`config.mk`:
```
export PLATFORM = sky130hd
export DESIGN_NAME = tiny_riscv_uart_rx_periph_flat
export DESIGN_NICKNAME = d
export VERILOG_FILES = /design/src/rtl/tiny_riscv_uart_rx_periph_if.sv /design/src/rtl/tiny_riscv_uart_rx_periph.sv /design/src/flat_wrapper.sv
export SDC_FILE = /design/constraint.sdc
export NUM_CORES = 1
export LEC_CHECK = 0
export ABC_AREA = 1
export CAP_MARGIN = 25
export CORE_ASPECT_RATIO = 0.5
export CORE_MARGIN = 2
export CORE_UTILIZATION = 50
export DETAILED_ROUTE_END_ITERATION = 12
export GPL_TIMING_DRIVEN = 0
export PLACE_DENSITY_LB_ADDON = 0.3
export SYNTH_ARGS = -nofsm -noshare
export SYNTH_HDL_FRONTEND = slang
export SYNTH_SLANG_ARGS = --single-unit
```
`constraint.sdc`:
```
create_clock -name i_Clk -period 2.6 [get_ports i_Clk]
set_input_delay 0.52 -clock i_Clk [delete_from_list [all_inputs] [get_ports i_Clk]]
set_output_delay 0.52 -clock i_Clk [all_outputs]
set_load 0.05 [all_outputs]
```
`src/rtl/tiny_riscv_uart_rx_periph_if.sv`:
```
// Processor-side bus for the UART receive peripheral: decode selects,
// read/write strobes, registered read data and the data-available flag.
interface tiny_riscv_uart_rx_periph_if;
  logic        i_data_sel;
  logic        i_status_sel;
  logic        i_read_strobe;
  logic        i_write_strobe;
  logic [31:0] o_read_data;
  logic        o_rx_avail;

  modport master (
    output i_data_sel, i_status_sel, i_read_strobe, i_write_strobe,
    input  o_read_data, o_rx_avail
  );

  modport slave (
    input  i_data_sel, i_status_sel, i_read_strobe, i_write_strobe,
    output o_read_data, o_rx_avail
  );
endinterface

```
`src/rtl/tiny_riscv_uart_rx_periph.sv`:
```
// UART receiver peripheral: 2-flop input synchronizer, frame FSM, receive
// FIFO and a memory-mapped data/status read port with sticky error flags.
// Optional feature: define UART_RX_PARITY_EN to expect one even-parity bit
// after the data bits; otherwise frames are 8N1 and parity_err reads 0.
module tiny_riscv_uart_rx_periph #(
  parameter int CLKS_PER_BIT = 217,
  parameter int FIFO_DEPTH   = 8
) (
  input  logic i_Clk,
  input  logic i_Rst_N,
  input  logic i_UART_RX,
  tiny_riscv_uart_rx_periph_if.slave bus
);

  localparam int CNT_W      = (CLKS_PER_BIT > 1) ? $clog2(CLKS_PER_BIT) : 1;
  localparam int PTR_W      = (FIFO_DEPTH > 1) ? $clog2(FIFO_DEPTH) : 1;
  localparam int FIFO_CNT_W = $clog2(FIFO_DEPTH + 1);

  localparam logic [CNT_W-1:0]      FULL_M1 = CNT_W'(CLKS_PER_BIT - 1);
  localparam logic [CNT_W-1:0]      HALF_M1 = CNT_W'(CLKS_PER_BIT / 2 - 1);
  localparam logic [CNT_W-1:0]      CNT_ONE = CNT_W'(1);
  localparam logic [PTR_W-1:0]      PTR_ONE = PTR_W'(1);
  localparam logic [FIFO_CNT_W-1:0] OCC_ONE = FIFO_CNT_W'(1);
  localparam logic [FIFO_CNT_W-1:0] DEPTH_C = FIFO_CNT_W'(FIFO_DEPTH);

  localparam logic [2:0] ST_IDLE   = 3'd0;
  localparam logic [2:0] ST_START  = 3'd1;
  localparam logic [2:0] ST_DATA   = 3'd2;
  localparam logic [2:0] ST_STOP   = 3'd4;
`ifdef UART_RX_PARITY_EN
  localparam logic [2:0] ST_PARITY = 3'd3;
`endif

  logic             rx_meta_q, rx_meta_d, rx_sync_q, rx_sync_d;
  logic [2:0]       state_q, state_d;
  logic [CNT_W-1:0] clk_cnt_q, clk_cnt_d;
  logic [2:0]       bit_idx_q, bit_idx_d;
  logic [7:0]       shift_q, shift_d;
  logic             push_req, frame_err_set, parity_err_bit;

  logic [7:0]            fifo_mem_q [FIFO_DEPTH];
  logic [7:0]            fifo_mem_d [FIFO_DEPTH];
  logic [PTR_W-1:0]      wr_ptr_q, wr_ptr_d, rd_ptr_q, rd_ptr_d;
  logic [FIFO_CNT_W-1:0] occ_q, occ_d;
  logic                  frame_err_q, frame_err_d, overrun_q, overrun_d;
  logic [31:0]           read_data_q, read_data_d;
  logic                  data_rd, status_rd, status_clr, fifo_empty, fifo_full;
  logic                  pop, push_ok, overrun_set;

`ifdef UART_RX_PARITY_EN
  logic par_bad_q, par_bad_d, parity_err_q, parity_err_d, parity_err_set;
`endif

  // Bring the asynchronous serial line into the clock domain
  always_comb begin
    rx_meta_d = i_UART_RX;
    rx_sync_d = rx_meta_q;
  end

  // Frame FSM: centre-samples each bit and requests a push on a good stop bit
  always_comb begin
    state_d       = state_q;
    clk_cnt_d     = clk_cnt_q;
    bit_idx_d     = bit_idx_q;
    shift_d       = shift_q;
    push_req      = 1'b0;
    frame_err_set = 1'b0;
`ifdef UART_RX_PARITY_EN
    par_bad_d      = par_bad_q;
    parity_err_set = 1'b0;
`endif
    case (state_q)
      ST_IDLE: begin
        clk_cnt_d = '0;
        bit_idx_d = '0;
`ifdef UART_RX_PARITY_EN
        par_bad_d = 1'b0;
`endif
        if (!rx_sync_q) state_d = ST_START;
      end
      ST_START: begin
        if (clk_cnt_q == HALF_M1) begin
          clk_cnt_d = '0;
          state_d   = rx_sync_q ? ST_IDLE : ST_DATA;
        end else begin
          clk_cnt_d = clk_cnt_q + CNT_ONE;
        end
      end
      ST_DATA: begin
        if (clk_cnt_q == FULL_M1) begin
          clk_cnt_d = '0;
          shift_d   = {rx_sync_q, shift_q[7:1]};
          bit_idx_d = bit_idx_q + 3'd1;
          if (bit_idx_q == 3'd7) begin
`ifdef UART_RX_PARITY_EN
            state_d = ST_PARITY;
`else
            state_d = ST_STOP;
`endif
          end
        end else begin
          clk_cnt_d = clk_cnt_q + CNT_ONE;
        end
      end
`ifdef UART_RX_PARITY_EN
      ST_PARITY: begin
        if (clk_cnt_q == FULL_M1) begin
          clk_cnt_d = '0;
          state_d   = ST_STOP;
          if ((^shift_q) != rx_sync_q) begin
            par_bad_d      = 1'b1;
            parity_err_set = 1'b1;
          end
        end else begin
          clk_cnt_d = clk_cnt_q + CNT_ONE;
        end
      end
`endif
      ST_STOP: begin
        if (clk_cnt_q == FULL_M1) begin
          clk_cnt_d = '0;
          state_d   = ST_IDLE;
          if (rx_sync_q) begin
`ifdef UART_RX_PARITY_EN
            push_req = !par_bad_q;
`else
            push_req = 1'b1;
`endif
          end else begin
            frame_err_set = 1'b1;
          end
        end else begin
          clk_cnt_d = clk_cnt_q + CNT_ONE;
        end
      end
      default: state_d = ST_IDLE;
    endcase
  end

  // Bus decode, FIFO bookkeeping, sticky flags and registered read data
  always_comb begin
    data_rd     = bus.i_read_strobe & bus.i_data_sel;
    status_rd   = bus.i_read_strobe & bus.i_status_sel & !bus.i_data_sel;
    status_clr  = bus.i_write_strobe & !bus.i_read_strobe & bus.i_status_sel;
    fifo_empty  = (occ_q == '0);
    fifo_full   = (occ_q == DEPTH_C);
    pop         = data_rd & !fifo_empty;
    push_ok     = push_req & (!fifo_full | pop);
    overrun_set = push_req & fifo_full & !pop;

    fifo_mem_d = fifo_mem_q;
    wr_ptr_d   = wr_ptr_q;
    rd_ptr_d   = rd_ptr_q;
    occ_d      = occ_q;
    if (push_ok) begin
      fifo_mem_d[wr_ptr_q] = shift_q;
      wr_ptr_d             = wr_ptr_q + PTR_ONE;
    end
    if (pop) rd_ptr_d = rd_ptr_q + PTR_ONE;
    if (push_ok && !pop)      occ_d = occ_q + OCC_ONE;
    else if (pop && !push_ok) occ_d = occ_q - OCC_ONE;

    frame_err_d = (frame_err_q & !status_clr) | frame_err_set;
    overrun_d   = (overrun_q & !status_clr) | overrun_set;
`ifdef UART_RX_PARITY_EN
    parity_err_d   = (parity_err_q & !status_clr) | parity_err_set;
    parity_err_bit = parity_err_q;
`else
    parity_err_bit = 1'b0;
`endif

    read_data_d = '0;
    if (data_rd) begin
      if (!fifo_empty) read_data_d = {23'b0, 1'b1, fifo_mem_q[rd_ptr_q]};
    end else if (status_rd) begin
      read_data_d = {16'b0, 8'(occ_q), 5'b0, parity_err_bit, overrun_q, frame_err_q};
    end
  end

  // Single clocked process for all state, with synchronous active-low reset
  always_ff @(posedge i_Clk) begin
    if (!i_Rst_N) begin
      rx_meta_q   <= 1'b1;
      rx_sync_q   <= 1'b1;
      state_q     <= ST_IDLE;
      clk_cnt_q   <= '0;
      bit_idx_q   <= '0;
      shift_q     <= '0;
      wr_ptr_q    <= '0;
      rd_ptr_q    <= '0;
      occ_q       <= '0;
      frame_err_q <= 1'b0;
      overrun_q   <= 1'b0;
      read_data_q <= '0;
      for (int i = 0; i < FIFO_DEPTH; i++) fifo_mem_q[i] <= '0;
`ifdef UART_RX_PARITY_EN
      par_bad_q    <= 1'b0;
      parity_err_q <= 1'b0;
`endif
    end else begin
      rx_meta_q   <= rx_meta_d;
      rx_sync_q   <= rx_sync_d;
      state_q     <= state_d;
      clk_cnt_q   <= clk_cnt_d;
      bit_idx_q   <= bit_idx_d;
      shift_q     <= shift_d;
      wr_ptr_q    <= wr_ptr_d;
      rd_ptr_q    <= rd_ptr_d;
      occ_q       <= occ_d;
      frame_err_q <= frame_err_d;
      overrun_q   <= overrun_d;
      read_data_q <= read_data_d;
      fifo_mem_q  <= fifo_mem_d;
`ifdef UART_RX_PARITY_EN
      par_bad_q    <= par_bad_d;
      parity_err_q <= parity_err_d;
`endif
    end
  end

  assign bus.o_read_data = read_data_q;
  assign bus.o_rx_avail  = (occ_q != '0);

endmodule

```
`src/flat_wrapper.sv`:
```
// flat-port wrapper written by rule: the top's interface ports become plain ports
module tiny_riscv_uart_rx_periph_flat 
#(
  parameter int CLKS_PER_BIT = 217,
  parameter int FIFO_DEPTH   = 8
)
  (i_Clk, i_Rst_N, i_UART_RX, bus_i_data_sel, bus_i_status_sel, bus_i_read_strobe, bus_i_write_strobe, bus_o_read_data, bus_o_rx_avail);
  tiny_riscv_uart_rx_periph_if bus_i ();
  input  logic i_Clk;
  input  logic i_Rst_N;
  input  logic i_UART_RX;
  input wire logic [$bits(bus_i.i_data_sel)-1:0] bus_i_data_sel;
  input wire logic [$bits(bus_i.i_status_sel)-1:0] bus_i_status_sel;
  input wire logic [$bits(bus_i.i_read_strobe)-1:0] bus_i_read_strobe;
  input wire logic [$bits(bus_i.i_write_strobe)-1:0] bus_i_write_strobe;
  output wire logic [$bits(bus_i.o_read_data)-1:0] bus_o_read_data;
  output wire logic [$bits(bus_i.o_rx_avail)-1:0] bus_o_rx_avail;
  assign bus_i.i_data_sel = bus_i_data_sel;
  assign bus_i.i_status_sel = bus_i_status_sel;
  assign bus_i.i_read_strobe = bus_i_read_strobe;
  assign bus_i.i_write_strobe = bus_i_write_strobe;
  assign bus_o_read_data = bus_i.o_read_data;
  assign bus_o_rx_avail = bus_i.o_rx_avail;
  tiny_riscv_uart_rx_periph #(.CLKS_PER_BIT(CLKS_PER_BIT), .FIFO_DEPTH(FIFO_DEPTH)) u_core (.i_Clk(i_Clk), .i_Rst_N(i_Rst_N), .i_UART_RX(i_UART_RX), .bus(bus_i));
endmodule
```
==> run summary, run 1 <==
Final Hold Violating Endpoints: 0
Synth warnings: 0
H-tree Lvls: 3
setup slack, reg-to-reg: 0.20 ns
final setup fails: 0
worst hold stages: 1
Mapped Area: 5610 sq um
Die H: 78.9 microns
worst ir drop on vdd: 365 uV
TritonRoute pass-1 iters: 5
worst reg2reg path startpoint: u_core.clk_cnt_q[0]
Synth top area share: 0.399
Max-Cap Viols: 0
Tcrit/Tclk final: 0.930
Horiz. Die Dim: 154 microns
CTS Buffer Depth: 2
vias in the first global route: 4,411
Synth area leader: dfxtp_1
Worst Skew: 0.00845 ns
Rows: 27
Hold Crit Endpoint: u_core.rx_sync_q
core area: 11,000 sq um
CTS tree: done
grt ovf: 0
Commonest cells post-synth: 186 x nand2_1, 146 x nor2_1, 118 x inv_1
flip-flop and latch count after synthesis: 112
worst setup path category: reg2out
outcome: finished, final reports clean
number of synthesized flops with an enable pin: 0
Post-synth ARST share: 0
fmax: 0.413 GHz
top-count cell post-synth: nand2_1
ant diodes: 0
Inst Count DP: 1,006
sequential area share after synthesis: 0.399
Crit. End Element: output pin
synth top area cells: dfxtp_1 40%, nand2_1 12%, nor2_1 9.8%
number of top-level pins: 40
Hold Startpoint: u_core.rx_meta_q
Layout Nets: 891
CTS Buf Count: 9
Final Critical Period: 2.42 ns
Setup TNS: 0 ns
fraction of layout cells with a size suffix above 1: 0.0957
worst hold-check path type: reg2reg
first-pass GRT wire length: 21,600 microns
final number of max-transition violations: 0
Yosys cell types: 36
Post-CTS Hold Fix Bufs: 0
worst path arrival time: 1.90 ns
first-iteration detailed-routing DRC count: 312
Avg Cell Area, Syn: 6.81 sq um
Worst Tran Pin Value: 0.733 ns
max_slew headroom: 0.511
Setup crit start kind: register
DRC Markers: 0
Cells after Synth: 824
Initial Util: 0.511
drt via density: 4.93
largest net degree at the start of global routing: 17
PortBufs: 18
Layout Cells excl Fill: 1,023
worst r2r path cells: 16
Routed Antenna Nets: 0
DR vias: 5,045
initial antenna violation count: 0
Root Driver: clkbuf_16
P_leak: 3.12 nW
Post-synth top flop: dfxtp_1
Final HPWL DP: 9380 microns
WL final: 13,400 microns
worst endpoint required time: 2.08 ns
worst skew pair latency: 0.35 ns
FF-to-FF End: u_core.occ_q[3]
WL per Instance: 13.1 microns
Total GRT Usage: 0.228
clock tree sinks: 112
area grow syn2layout: 13.8%
Reg clk slew, reported paths: 0.07 ns
PwrDens: 611 nW/um^2
gpl congestion: 0.893
maximum fanout along the worst path: 4
Die ar.: 12,100 sq um
-- cells in the final DEF (no fill, tap or decap), drive strengths merged, types with 2 or more instances in the layout --
| cell | n |
|---|---|
| nand2 | 188 |
| nor2 | 152 |
| inv | 120 |
| dfxtp | 112 |
| a21oi | 62 |
| o21ai | 54 |
| buf | 43 |
| clkbuf | 30 |
| nand3 | 25 |
| conb | 20 |
| clkdlybuf4s50 | 18 |
| nand4 | 17 |
| ha | 9 |
| a31oi | 6 |
| xor2 | 4 |
| or2 | 3 |
| clkinv | 3 |
| nor3 | 2 |
| nand3b | 2 |
-- worst max path at each step --
| stage | startpoint | to | slack, ns | cells past startpoint |
|---|---|---|---|---|
| 5_1_grt | u_core.clk_cnt_q[0] | u_core.occ_q[3] | -0.03 | 16 |
| 3_3_place_gp | bus_i_read_strobe | u_core.occ_q[3] | -0.41 | 13 |
| 2_1_floorplan | u_core.occ_q[0] | u_core.occ_q[3] | 0.17 | 11 |
| 4_1_cts | bus_i_read_strobe | u_core.occ_q[3] | 0.09 | 13 |
| 6_report | u_core.occ_q[0] | bus_o_rx_avail | 0.18 | 3 |
| 3_5_place_dp | bus_i_read_strobe | u_core.occ_q[3] | -0.44 | 13 |
-- registers in the layout (all words and copies together) (netlist names), 3 cells and up --
signal,count
u_core.clk_cnt_q,8
u_core.bus.o_read_data,12
u_core.occ_q,4
u_core.state_q,3
u_core.wr_ptr_q,3
u_core.bit_idx_q,3
u_core.fifo_mem_q,64
u_core.shift_q,8
u_core.rd_ptr_q,3
-- power by group --
part           leakage (nW)  switching (mW)  internal, mW
Combinational          2.07           0.505         0.223
Clock                 0.139           0.612         0.768
Sequential            0.903          0.0395          1.75
Total                  3.12            1.16          2.74
-- routing by layer --
metal | track usage | share of wire | wire length (microns) | up-vias
met5 | 0 | 0 | 0 | -
met4 | 0.0589 | 0.013 | 178 | 0
met3 | 0.0529 | 0.067 | 892 | 22
met2 | 0.364 | 0.44 | 5840 | 149
met1 | 0.314 | 0.48 | 6500 | 2280
li1 | - | - | - | 2594
-- logic make-up (layout without fill, tap and decap cells) --
logic type | after synthesis | count (layout) | share of synthesized area
and+or+nand+nor | 392 | 392 | 0.300
buffers and inverters | 181 | 216 | 0.157
AOI/OAI and AO/OA | 124 | 124 | 0.113
DFF | 112 | 112 | 0.399
adders and majority gates | 10 | 10 | 0.0236
xor gates and xnor gates | 4 | 4 | 0.00624
other | 1 | 20 | 0.000668
-- final cells by class --
type                    instances  area (sq um)
inverters                     122           458
well taps                     145           181
fillers                      1016          4590
repair buffers                 20           195
clock buffers                  12           246
flip-flops and latches        112          2240
clock inverters                 3          42.5
plain buffers                  59           424
multi-input cells             550          2600
-- worst max-delay path, stage by stage, from the launching register on --
cell and delay, ns:
dfxtp_1 0.36, nor2_1 0.25, nand3_1 0.17, clkdlybuf4s50_1 0.76
-- stage by stage --
step	utilization	setup slack, ns	cell area, sq um	power (mW)	hold WS (ns)
floorplan	-	0.167	5680	2.39	0.393
global placement	0.551	-0.408	6050	2.52	0.395
detailed placement	0.551	-0.443	6050	2.54	0.403
CTS	0.579	0.0933	6350	3.90	0.419
global route	0.582	-0.0282	6390	4.06	0.460
finish	0.582	0.181	6390	3.90	0.415
-- what timing repair did --
item	CTS	global route
gates resized for setup	2	4
buffers inserted	1	1
endpoints found under the setup margin	1	1
pin swaps	1	0
(Power assumes the default switching activity.)
==> run 2, diff against run 1 <==
--- a/config.mk
+++ b/config.mk
@@ -9,7 +9,7 @@
 export CAP_MARGIN = 25
 export CORE_ASPECT_RATIO = 0.5
 export CORE_MARGIN = 2
-export CORE_UTILIZATION = 50
+export CORE_UTILIZATION = 53
 export DETAILED_ROUTE_END_ITERATION = 12
 export GPL_TIMING_DRIVEN = 0
 export PLACE_DENSITY_LB_ADDON = 0.3
==> constraint.sdc (replaced) <==
create_clock -name i_Clk -period 1.95 [get_ports i_Clk]
set_input_delay 0.39 -clock i_Clk [delete_from_list [all_inputs] [get_ports i_Clk]]
set_output_delay 0.39 -clock i_Clk [all_outputs]
set_load 0.05 [all_outputs]
==> run 2 against run 1 <==
  * The run now ends with negative setup slack left
  * Setup slack worse by 0.33 ns
  * Wire length up 4.6%
  * Non-clock buffer count up 11
  * Via count up 4.0%
  * First-iteration DRC count up 35%
  * Count of clock-buffer cells in the layout up 3
  * Final cell count up 0.68%
  * Clock skew down 0.0023 ns
  * Sequential share of layout area down 0.78 points
  * Sequential power up 34%
  * Final area up 2.7%
  * Combinational power up 48%
  * Critical endpoint is now u_core.occ_q[3]
  * Highest routed layer unchanged
==> run summary, run 2 (synthesis gave the netlist of run 1 again) <==
outcome: complete, but fails checks
failing checks: negative setup slack
TritonRoute pass-1 iters: 5 (unchanged)
worst path arrival time: 2.39 ns (+0.49 ns)
P_int: 3.71 mW (+35%)
Crit. End Element: register
core area: 10,200 sq um (-6.7%)
CTS tree: done
Reg clk slew, reported paths: 0.07 ns (about the same)
worst hold stages: 1 (unchanged)
most frequent cells in the layout: 185 x nand2_1, 145 x nor2_1, 113 x inv_1, 105 x dfxtp_1, 60 x a21oi_1
setup slack, reg-to-reg: -0.15 ns (-0.35 ns)
first-iteration detailed-routing DRC count: 422 (+35%)
Root Driver: clkbuf_16
Setup crit start kind: register
Die H: 76.8 microns (-2.7%)
clock share of power: 0.348 (-0.006)
grt ovf: 0 (unchanged)
PortBufs: 18 (unchanged)
Max-Cap Viols: 0 (unchanged)
WL per Instance: 13.6 microns (+3.9%)
Final Critical Period: 2.10 ns
gpl congestion: 0.945 (+5.8%)
final number of max-transition violations: 0 (unchanged)
CTS Buffer Depth: 2 (unchanged)
largest net degree at the start of global routing: 17 (unchanged)
number of top-level pins: 40 (unchanged)
maximum fanout along the worst path: 3 (-1)
final setup fails: 2 (+2)
Final Hold Violating Endpoints: 0 (unchanged)
most common cell after layout, fill and taps aside: nand2_1
Final HPWL DP: 9610 microns (+2.4%)
DR vias: 5,247 (+4.0%)
initial antenna violation count: 0 (unchanged)
drt via density: 5.09 (+3.3%)
sw power: 1.61 mW (+39%)
worst reg2reg path startpoint: u_core.clk_cnt_q[0]
Largest Register: u_core.fifo_mem_q
first-pass GRT wire length: 22,800 microns (+5.7%)
RSZ-0062 raised after global routing: true
Layout Nets: 902 (+1.2%)
clock tree sinks: 112 (unchanged)
Tcrit/Tclk final: 1.08
fmax: 0.475 GHz
fraction of layout cells with a size suffix above 1: 0.134 (+0.0380)
CTS Buf Count: 9 (unchanged)
P_leak: 3.19 nW (+2.4%)
worst skew pair latency: 0.35 ns (about the same)
WL final: 14,000 microns (+4.6%)
Worst Skew: 0.00612 ns (-0.00233 ns)
Inst Count DP: 1,001 (-0.50%)
FF-to-FF End: u_core.occ_q[3]
final worst slack: -0.154 ns (-0.335 ns)
ant diodes: 0 (unchanged)
Rows: 26 (-3.7%)
area grow syn2layout: 16.9%
H-tree Lvls: 3 (unchanged)
worst endpoint required time: 2.24 ns (+0.16 ns)
Hold Crit Endpoint: u_core.rx_sync_q
Initial Util: 0.548 (+0.0365)
PwrDens: 810 nW/um^2 (+33%)
Logic pwr share: 0.203 (+0.016)
Flop pwr share: 0.450 (-0.010)
Setup TNS: -0.194 ns (-0.194 ns)
max_slew headroom: 0.538 (+0.0263)
Die ar.: 11,500 sq um (-5.4%)
DRC Markers: 0 (unchanged)
worst ir drop on vdd: 517 uV (+41%)
Layout Cells excl Fill: 1,030 (+0.68%)
worst r2r path cells: 16 (unchanged)
worst hold-check path type: reg2reg
fill count: 894 (-12%)
max reg flops: 64 (unchanged)
Hold Startpoint: u_core.rx_meta_q
Horiz. Die Dim: 150 microns (-2.8%)
Total GRT Usage: 0.252 (+0.0241)
vias in the first global route: 4,687 (+6.3%)
Worst Tran Pin Value: 0.694 ns (-0.0395 ns)
sw frac: 0.303 (+0.00629)
worst setup path category: reg2reg
Post-CTS Hold Fix Bufs: 0 (unchanged)
Routed Antenna Nets: 0 (unchanged)
run 2: per-stage QoR:
step            util  power, mW  hold slack [ns]  cell area (sq um)  worst slack, ns
2_1_floorplan      -       3.21            0.393               5740           -0.164
3_3_place_gp   0.595       3.39            0.397               6090           -0.733
3_5_place_dp   0.595       3.41            0.398               6090           -0.761
4_1_cts        0.632       5.24            0.414               6480           -0.101
5_1_grt        0.640       5.53            0.439               6560           -0.269
6_report       0.640       5.31            0.441               6560           -0.154
run 2: worst max path at each step:
stage | startpoint | to | cells past startpoint | slack [ns]
floorplan | u_core.clk_cnt_q[1] | u_core.occ_q[3] | 16 | -0.16
global placement | bus_i_read_strobe | u_core.occ_q[3] | 13 | -0.73
detailed placement | bus_i_read_strobe | u_core.occ_q[3] | 13 | -0.76
CTS | u_core.clk_cnt_q[0] | u_core.occ_q[3] | 16 | -0.10
global route | u_core.clk_cnt_q[0] | u_core.occ_q[3] | 16 | -0.27
finish | u_core.clk_cnt_q[0] | u_core.occ_q[3] | 16 | -0.15
run 2: area by class of cell:
class,count,area [sq um],share of cell area
well taps,140,175,0.0267
repair buffers,31,273,0.0416
inverters,122,460,0.0702
clock inverters,1,8.76,0.00134
multi-input cells,550,2680,0.408
clock buffers,15,288,0.0439
flip-flops and latches,112,2250,0.343
plain buffers,59,424,0.0647
run 2: critical path, stage by stage (launching register included):
cell and delay [ns]:
dfxtp_2 0.33, inv_2 0.07, ha_4 0.13, inv_2 0.04, nor2_4 0.10, nand2_4 0.08, nor2_8 0.12, nand2_4 0.05
inv_2 0.06, ha_4 0.15, inv_4 0.05, ha_4 0.22, a21oi_2 0.12, and2_4 0.16, xor2_2 0.14, nand2_1 0.09
a21oi_2 0.12
run 2: power by group through the flow:
stage                     registers [mW]  clock network [mW]  logic (mW)
after floorplan                     2.44                   0       0.771
after global placement              2.44                   0       0.953
after detailed placement            2.44                   0       0.968
after CTS                           2.39                1.84        1.01
after global routing                2.39                1.96        1.18
final                               2.39                1.85        1.08
run 2: timing repair:
| item | 4_1_cts | 5_1_grt |
|---|---|---|
| setup buffers | 7 | 6 |
| pin swaps | 5 | 7 |
| gates resized for setup | 7 | 13 |
| setup endpoints to repair | 4 | 4 |
run 2: layer usage:
metal,track usage,vias to the layer above,routed length (microns)
met4,0.0676,0,220
li1,-,2623,-
met1,0.346,2382,6250
met2,0.406,218,6390
met5,0,-,0
met3,0.0476,24,1160
